<file path="src/rtl/cordic_pkg.sv">
// -----------------------------------------------------------------------------
// cordic_pkg
// Shared definitions for the CORDIC variable-distance shifter.
//   MODE_*  : per-transaction shift mode encoding
//   shw_of  : shift-amount width (and pipeline depth) for a given data width
// -----------------------------------------------------------------------------
package cordic_pkg;

    localparam logic [1:0] MODE_LSR = 2'b00;  // logical shift right
    localparam logic [1:0] MODE_ASR = 2'b01;  // arithmetic shift right
    localparam logic [1:0] MODE_LSL = 2'b10;  // logical shift left
    localparam logic [1:0] MODE_RSV = 2'b11;  // reserved: pass-through

    // Number of shift-amount bits for a power-of-two data width.
    function automatic int shw_of(input int width);
        return $clog2(width);
    endfunction

endpackage

</file>
<file path="src/rtl/cordic_shift_stage.sv">
// -----------------------------------------------------------------------------
// cordic_shift_stage
// One registered stage of the variable shifter. Shifts by SHIFT (a power of
// two) when the matching bit of the carried shift amount is set, ORs the bits
// that fall off into the sticky flag, and applies local valid/ready control.
// Ports:
//   clk, rst_n                 : clock, synchronous active-low reset
//   i_up_valid / o_up_ready    : upstream handshake
//   i_up_data/shamt/mode/sticky: upstream payload
//   o_dn_valid / i_dn_ready    : downstream handshake
//   o_dn_data/shamt/mode/sticky: registered payload to the next stage
// -----------------------------------------------------------------------------
module cordic_shift_stage
    import cordic_pkg::*;
#(
    parameter int WIDTH = 8,
    parameter int SHW   = 3,
    parameter int SHIFT = 1
) (
    input  logic             clk,
    input  logic             rst_n,
    input  logic             i_up_valid,
    output logic             o_up_ready,
    input  logic [WIDTH-1:0] i_up_data,
    input  logic [SHW-1:0]   i_up_shamt,
    input  logic [1:0]       i_up_mode,
    input  logic             i_up_sticky,
    output logic             o_dn_valid,
    input  logic             i_dn_ready,
    output logic [WIDTH-1:0] o_dn_data,
    output logic [SHW-1:0]   o_dn_shamt,
    output logic [1:0]       o_dn_mode,
    output logic             o_dn_sticky
);

    // Shift-amount bit owned by this stage.
    localparam int K = $clog2(SHIFT);

    logic             r_valid;
    logic [WIDTH-1:0] r_data;
    logic [SHW-1:0]   r_shamt;
    logic [1:0]       r_mode;
    logic             r_sticky;

    logic             w_ready;
    logic [WIDTH-1:0] w_data;
    logic             w_drop;

    // NOTE: every combinational output gets a default first so no latch is inferred.
    always_comb begin
        w_data = i_up_data;
        w_drop = 1'b0;
        if (i_up_shamt[K]) begin
            case (i_up_mode)
                MODE_LSR: begin
                    w_data = i_up_data >> SHIFT;
                    w_drop = |i_up_data[SHIFT-1:0];
                end
                MODE_ASR: begin
                    // Earlier stages preserve the sign bit, so the MSB here is
                    // still the original operand sign.
                    w_data = $signed(i_up_data) >>> SHIFT;
                    w_drop = |i_up_data[SHIFT-1:0];
                end
                MODE_LSL: begin
                    w_data = i_up_data << SHIFT;
                    w_drop = |i_up_data[WIDTH-1 -: SHIFT];
                end
                default: ;  // reserved mode passes through untouched
            endcase
        end
    end

    // A stage can load when it is empty or its content leaves this cycle.
    assign w_ready = !r_valid || i_dn_ready;

    // NOTE: state updates use non-blocking assignments; the payload registers are
    // cleared on reset as well so the outputs read zero after reset.
    always_ff @(posedge clk) begin
        if (!rst_n) begin
            r_valid  <= 1'b0;
            r_data   <= '0;
            r_shamt  <= '0;
            r_mode   <= '0;
            r_sticky <= 1'b0;
        end else if (w_ready) begin
            r_valid <= i_up_valid;
            // Payload only moves with a real transaction, keeping idle outputs quiet.
            if (i_up_valid) begin
                r_data   <= w_data;
                r_shamt  <= i_up_shamt;
                r_mode   <= i_up_mode;
                r_sticky <= i_up_sticky | w_drop;
            end
        end
    end

    assign o_up_ready  = w_ready;
    assign o_dn_valid  = r_valid;
    assign o_dn_data   = r_data;
    assign o_dn_shamt  = r_shamt;
    assign o_dn_mode   = r_mode;
    assign o_dn_sticky = r_sticky;

endmodule

</file>
<file path="src/rtl/cordic_shifter_pipe.sv">
// -----------------------------------------------------------------------------
// cordic_shifter_pipe
// Pipelined variable-distance shifter (LSR/ASR/LSL) with sticky output. Stage k
// shifts by 2^k; SHW stages give distances 0..WIDTH-1 with latency SHW.
// Ports:
//   clk, rst_n            : clock, synchronous active-low reset
//   in_valid / in_ready   : input handshake
//   in_data, in_shamt     : operand and shift distance
//   in_mode               : 00 LSR, 01 ASR, 10 LSL, 11 pass-through
//   out_valid / out_ready : output handshake
//   out_data, out_sticky  : result and OR of all bits shifted out
// -----------------------------------------------------------------------------
module cordic_shifter_pipe
    import cordic_pkg::*;
#(
    parameter int WIDTH = 8,
    parameter int SHW   = shw_of(WIDTH)
) (
    input  logic             clk,
    input  logic             rst_n,
    input  logic             in_valid,
    output logic             in_ready,
    input  logic [WIDTH-1:0] in_data,
    input  logic [SHW-1:0]   in_shamt,
    input  logic [1:0]       in_mode,
    output logic             out_valid,
    input  logic             out_ready,
    output logic [WIDTH-1:0] out_data,
    output logic             out_sticky
);

    // Index 0 is the input port side; index k+1 is the output of stage k.
    logic             w_valid  [SHW+1];
    logic             w_ready  [SHW+1];
    logic [WIDTH-1:0] w_data   [SHW+1];
    logic [SHW-1:0]   w_shamt  [SHW+1];
    logic [1:0]       w_mode   [SHW+1];
    logic             w_sticky [SHW+1];

    assign w_valid[0]   = in_valid;
    assign w_data[0]    = in_data;
    assign w_shamt[0]   = in_shamt;
    assign w_mode[0]    = in_mode;
    assign w_sticky[0]  = 1'b0;
    assign w_ready[SHW] = out_ready;

    genvar k;
    generate
        for (k = 0; k < SHW; k++) begin : g_stage
            cordic_shift_stage #(
                .WIDTH (WIDTH),
                .SHW   (SHW),
                .SHIFT (1 << k)
            ) u_stage (
                .clk         (clk),
                .rst_n       (rst_n),
                .i_up_valid  (w_valid[k]),
                .o_up_ready  (w_ready[k]),
                .i_up_data   (w_data[k]),
                .i_up_shamt  (w_shamt[k]),
                .i_up_mode   (w_mode[k]),
                .i_up_sticky (w_sticky[k]),
                .o_dn_valid  (w_valid[k+1]),
                .i_dn_ready  (w_ready[k+1]),
                .o_dn_data   (w_data[k+1]),
                .o_dn_shamt  (w_shamt[k+1]),
                .o_dn_mode   (w_mode[k+1]),
                .o_dn_sticky (w_sticky[k+1])
            );
        end
    endgenerate

    assign in_ready   = w_ready[0];
    assign out_valid  = w_valid[SHW];
    assign out_data   = w_data[SHW];
    assign out_sticky = w_sticky[SHW];

endmodule

</file>
<file path="config.mk">
export PLATFORM = sky130hd
export DESIGN_NAME = cordic_shifter_pipe
export DESIGN_NICKNAME = d
export VERILOG_FILES = /design/src/rtl/cordic_pkg.sv /design/src/rtl/cordic_shift_stage.sv /design/src/rtl/cordic_shifter_pipe.sv
export SDC_FILE = /design/constraint.sdc
export NUM_CORES = 1
export LEC_CHECK = 0
export BUFFER_PORTS_ARGS = -buffer_cell sky130_fd_sc_hd__buf_2
export CORE_ASPECT_RATIO = 1.1
export CORE_MARGIN = 3
export CORE_UTILIZATION = 40
export CTS_BUF_LIST = sky130_fd_sc_hd__clkbuf_16
export DETAILED_ROUTE_END_ITERATION = 10
export MAX_ROUTING_LAYER = met4
export PLACE_DENSITY_LB_ADDON = 0.12
export SLEW_MARGIN = 40
export SYNTH_ARGS = -nofsm -noshare
export SYNTH_HDL_FRONTEND = slang
export SYNTH_HIERARCHICAL = 1
export SYNTH_SLANG_ARGS = --single-unit
</file>
<file path="constraint.sdc">
create_clock -name clk -period 2.9 [get_ports clk]
set_input_delay 0.58 -clock clk [delete_from_list [all_inputs] [get_ports clk]]
set_output_delay 0.58 -clock clk [all_outputs]
set_load 0.05 [all_outputs]
</file>
==> out/qor.yml <==
outcome:
  outcome: "finished, final reports clean"
global_route:
  grt_pass1_wl_mm: 7.93
  overflow: 0
  grt_pass1_vias: 1623
  track_usage_pct: 17.9
  grt_max_degree: 21
  antenna_found_initial: 0
layout:
  num_antenna_cells: 0
  drive_above_1_share_pct: 19.8
  final_util_pct: 47.2
  area_delta_synth_final_pct: 13.0
  fillers: 456
  nets: 264
critical_path:
  r2r_end: "g_stage[0].u_stage/o_dn_data[2]"
  cp-endpoint: "in_ready"
  critPathKind: "in -> out"
  cp-start-kind: "input pin"
  rr_worst_depth: 8
  cp.arrival_ns: 2.02
  r2r_start: "g_stage[2].u_stage/o_dn_valid"
  path_max_fanout: 15
  startpoint: "out_ready"
  cp-end-kind: "primary output"
  reg2reg_slack_ns: 1.06
  cp.required_ns: 2.32
sta:
  slew_viol_final: 0
  grt_setup_unrepaired: "no"
  setup_viol: 0
  clock.fmax_mhz: 385
  fin_setup_tns_ns: 0
  clock_skew_ns: 0.00124
  worstMarginPinSlew_ns: 0.517
  fin_crit_sh_pct: 89.6
  hold_viol_final: 0
  max_slew_margin_pct: 65.5
  hold_ws_ns: 0.481
  period_minus_slack_ns: 2.60
clock_tree:
  clkTransAtPathRegs_ns: 0.05
  insertion_delay_ns: 0.27
  postCtsResizedCells: 0
  clockBufferDepth: 2
  cts_root_buffer: "clkbuf_16"
  cts_hold_buf: 0
  cts_buffers: 5
  cts_tree: "done"
  cts_setup_buffers: 0
  cts_sinks: 37
  cts_max_level: 2
placement:
  port_buffers: 27
  gp_congestion: 0.792
  dpl.hpwl_mm: 3.42
floorplanning:
  rows: 26
  initial_core_util_pct: 41.8
  io_pins: 28
  core-area_um2: 4720
  die_h_um: 79.6
  dieWidth_um: 72.9
  dieArea_um2: 5810
yosys:
  synth_area_um2: 1970
  synthesis.nets: 246
  yosysWarnings: 6
  syn_area_per_cell_um2: 8.61
  syn_inst: 229
route:
  dr_total_vias: 1787
  routed_wl_mm: 4.68
  drt_iter0_markers: 101
  dr.pass1.iters: 4
  wire_per_inst_um: 15.4
  antenna_left: 0
  drc_errors: 0
  post_drt_via_cell_ratio: 5.90
power_and_ir_drop:
  total_power_mw: 1.21
  peakVddDrop_mv: 0.222
  leakage_nw: 0.864
  power_density_nw_per_um2: 545
worst_hold_path:
  hold_path.class: "reg -> reg"
run:
  drv_cap: 0
## power breakdown
part	internal (mW)	switching, mW	total [mW]
clock network	0.307	0.189	0.496
logic	0.0576	0.0924	0.150
registers	0.537	0.0300	0.567
## critical path, cell delays in order
cell     delay [ns]
buf_2          0.10
nor2b_1        0.24
inv_2          0.17
nor2b_4        0.24
inv_1          0.12
nor2b_4        0.18
inv_2          0.14
buf_2          0.24
## cells in the final DEF (no fill, tap or decap), types with 2 or more instances in the layout
cell type   n
nand3_1     7
and3b_1     9
dfxtp_1    37
nand4_1     8
inv_2       4
o21ai_0    15
nand4b_1    2
a31oi_1     6
a21oi_1    30
o21ai_1     3
a211oi_1    3
inv_1      12
o2111ai_1   8
nor4_1      2
a22oi_1     7
a21bo_2     2
buf_4       3
nand3b_1    5
nand2_1     7
buf_2      27
o211a_1     4
nor2_2      2
nor2b_1     5
and2_1      4
a311oi_1   13
clkbuf_16   5
nor2b_4     2
## through the flow
stage                     cell area (um^2)  std cells  setup WS [ns]
after floorplan                       1970        229          0.425
after global placement                2090        296          0.405
after detailed placement              2090        296          0.330
after CTS                             2230        303          0.322
after global routing                  2230        303          0.217
final                                 2230        303          0.303
## layer usage
metal | up-vias | global-route usage, % | wire length [um]
met2 | 37 | 29.4 | 2330
li1 | 910 | - | -
met5 | - | - | 0
met1 | 833 | 21.3 | 2100
met4 | 0 | 6.09 | 65
met3 | 7 | 4.16 | 179
## worst min path at each step
stage / from / to / slack (ns) / cells past startpoint
final: g_stage[0].u_stage/o_dn_shamt[2] / g_stage[1].u_stage/o_dn_shamt[2] / 0.48 / 2
after global routing: g_stage[2].u_stage/o_dn_data[2] / g_stage[2].u_stage/o_dn_data[2] / 0.51 / 1
after CTS: g_stage[0].u_stage/o_dn_shamt[2] / g_stage[1].u_stage/o_dn_shamt[2] / 0.48 / 2
after detailed placement: g_stage[0].u_stage/o_dn_shamt[2] / g_stage[1].u_stage/o_dn_shamt[2] / 0.47 / 2
after global placement: g_stage[0].u_stage/o_dn_shamt[2] / g_stage[1].u_stage/o_dn_shamt[2] / 0.47 / 2
after floorplan: g_stage[0].u_stage/o_dn_shamt[2] / g_stage[1].u_stage/o_dn_shamt[2] / 0.44 / 2
## cell type report
class | instances | area [um^2] | area share, %
Multi-Input combinational cell | 158 | 1070 | 48.0
Tap cell | 56 | 70.1 | 3.15
Timing Repair Buffer | 30 | 158 | 7.08
Clock inverter | 2 | 7.51 | 0.337
Clock buffer | 5 | 125 | 5.62
Sequential cell | 37 | 741 | 33.3
Inverter | 15 | 56.3 | 2.53
## registers in the layout, summed over array words and instances (netlist names)
name                         count
g_stage.u_stage/o_dn_data       24
g_stage.u_stage/o_dn_mode        4
g_stage.u_stage/o_dn_shamt       3
g_stage.u_stage/o_dn_sticky      3
g_stage.u_stage/o_dn_valid       3
Note: power is estimated with default switching activity, not from simulation.
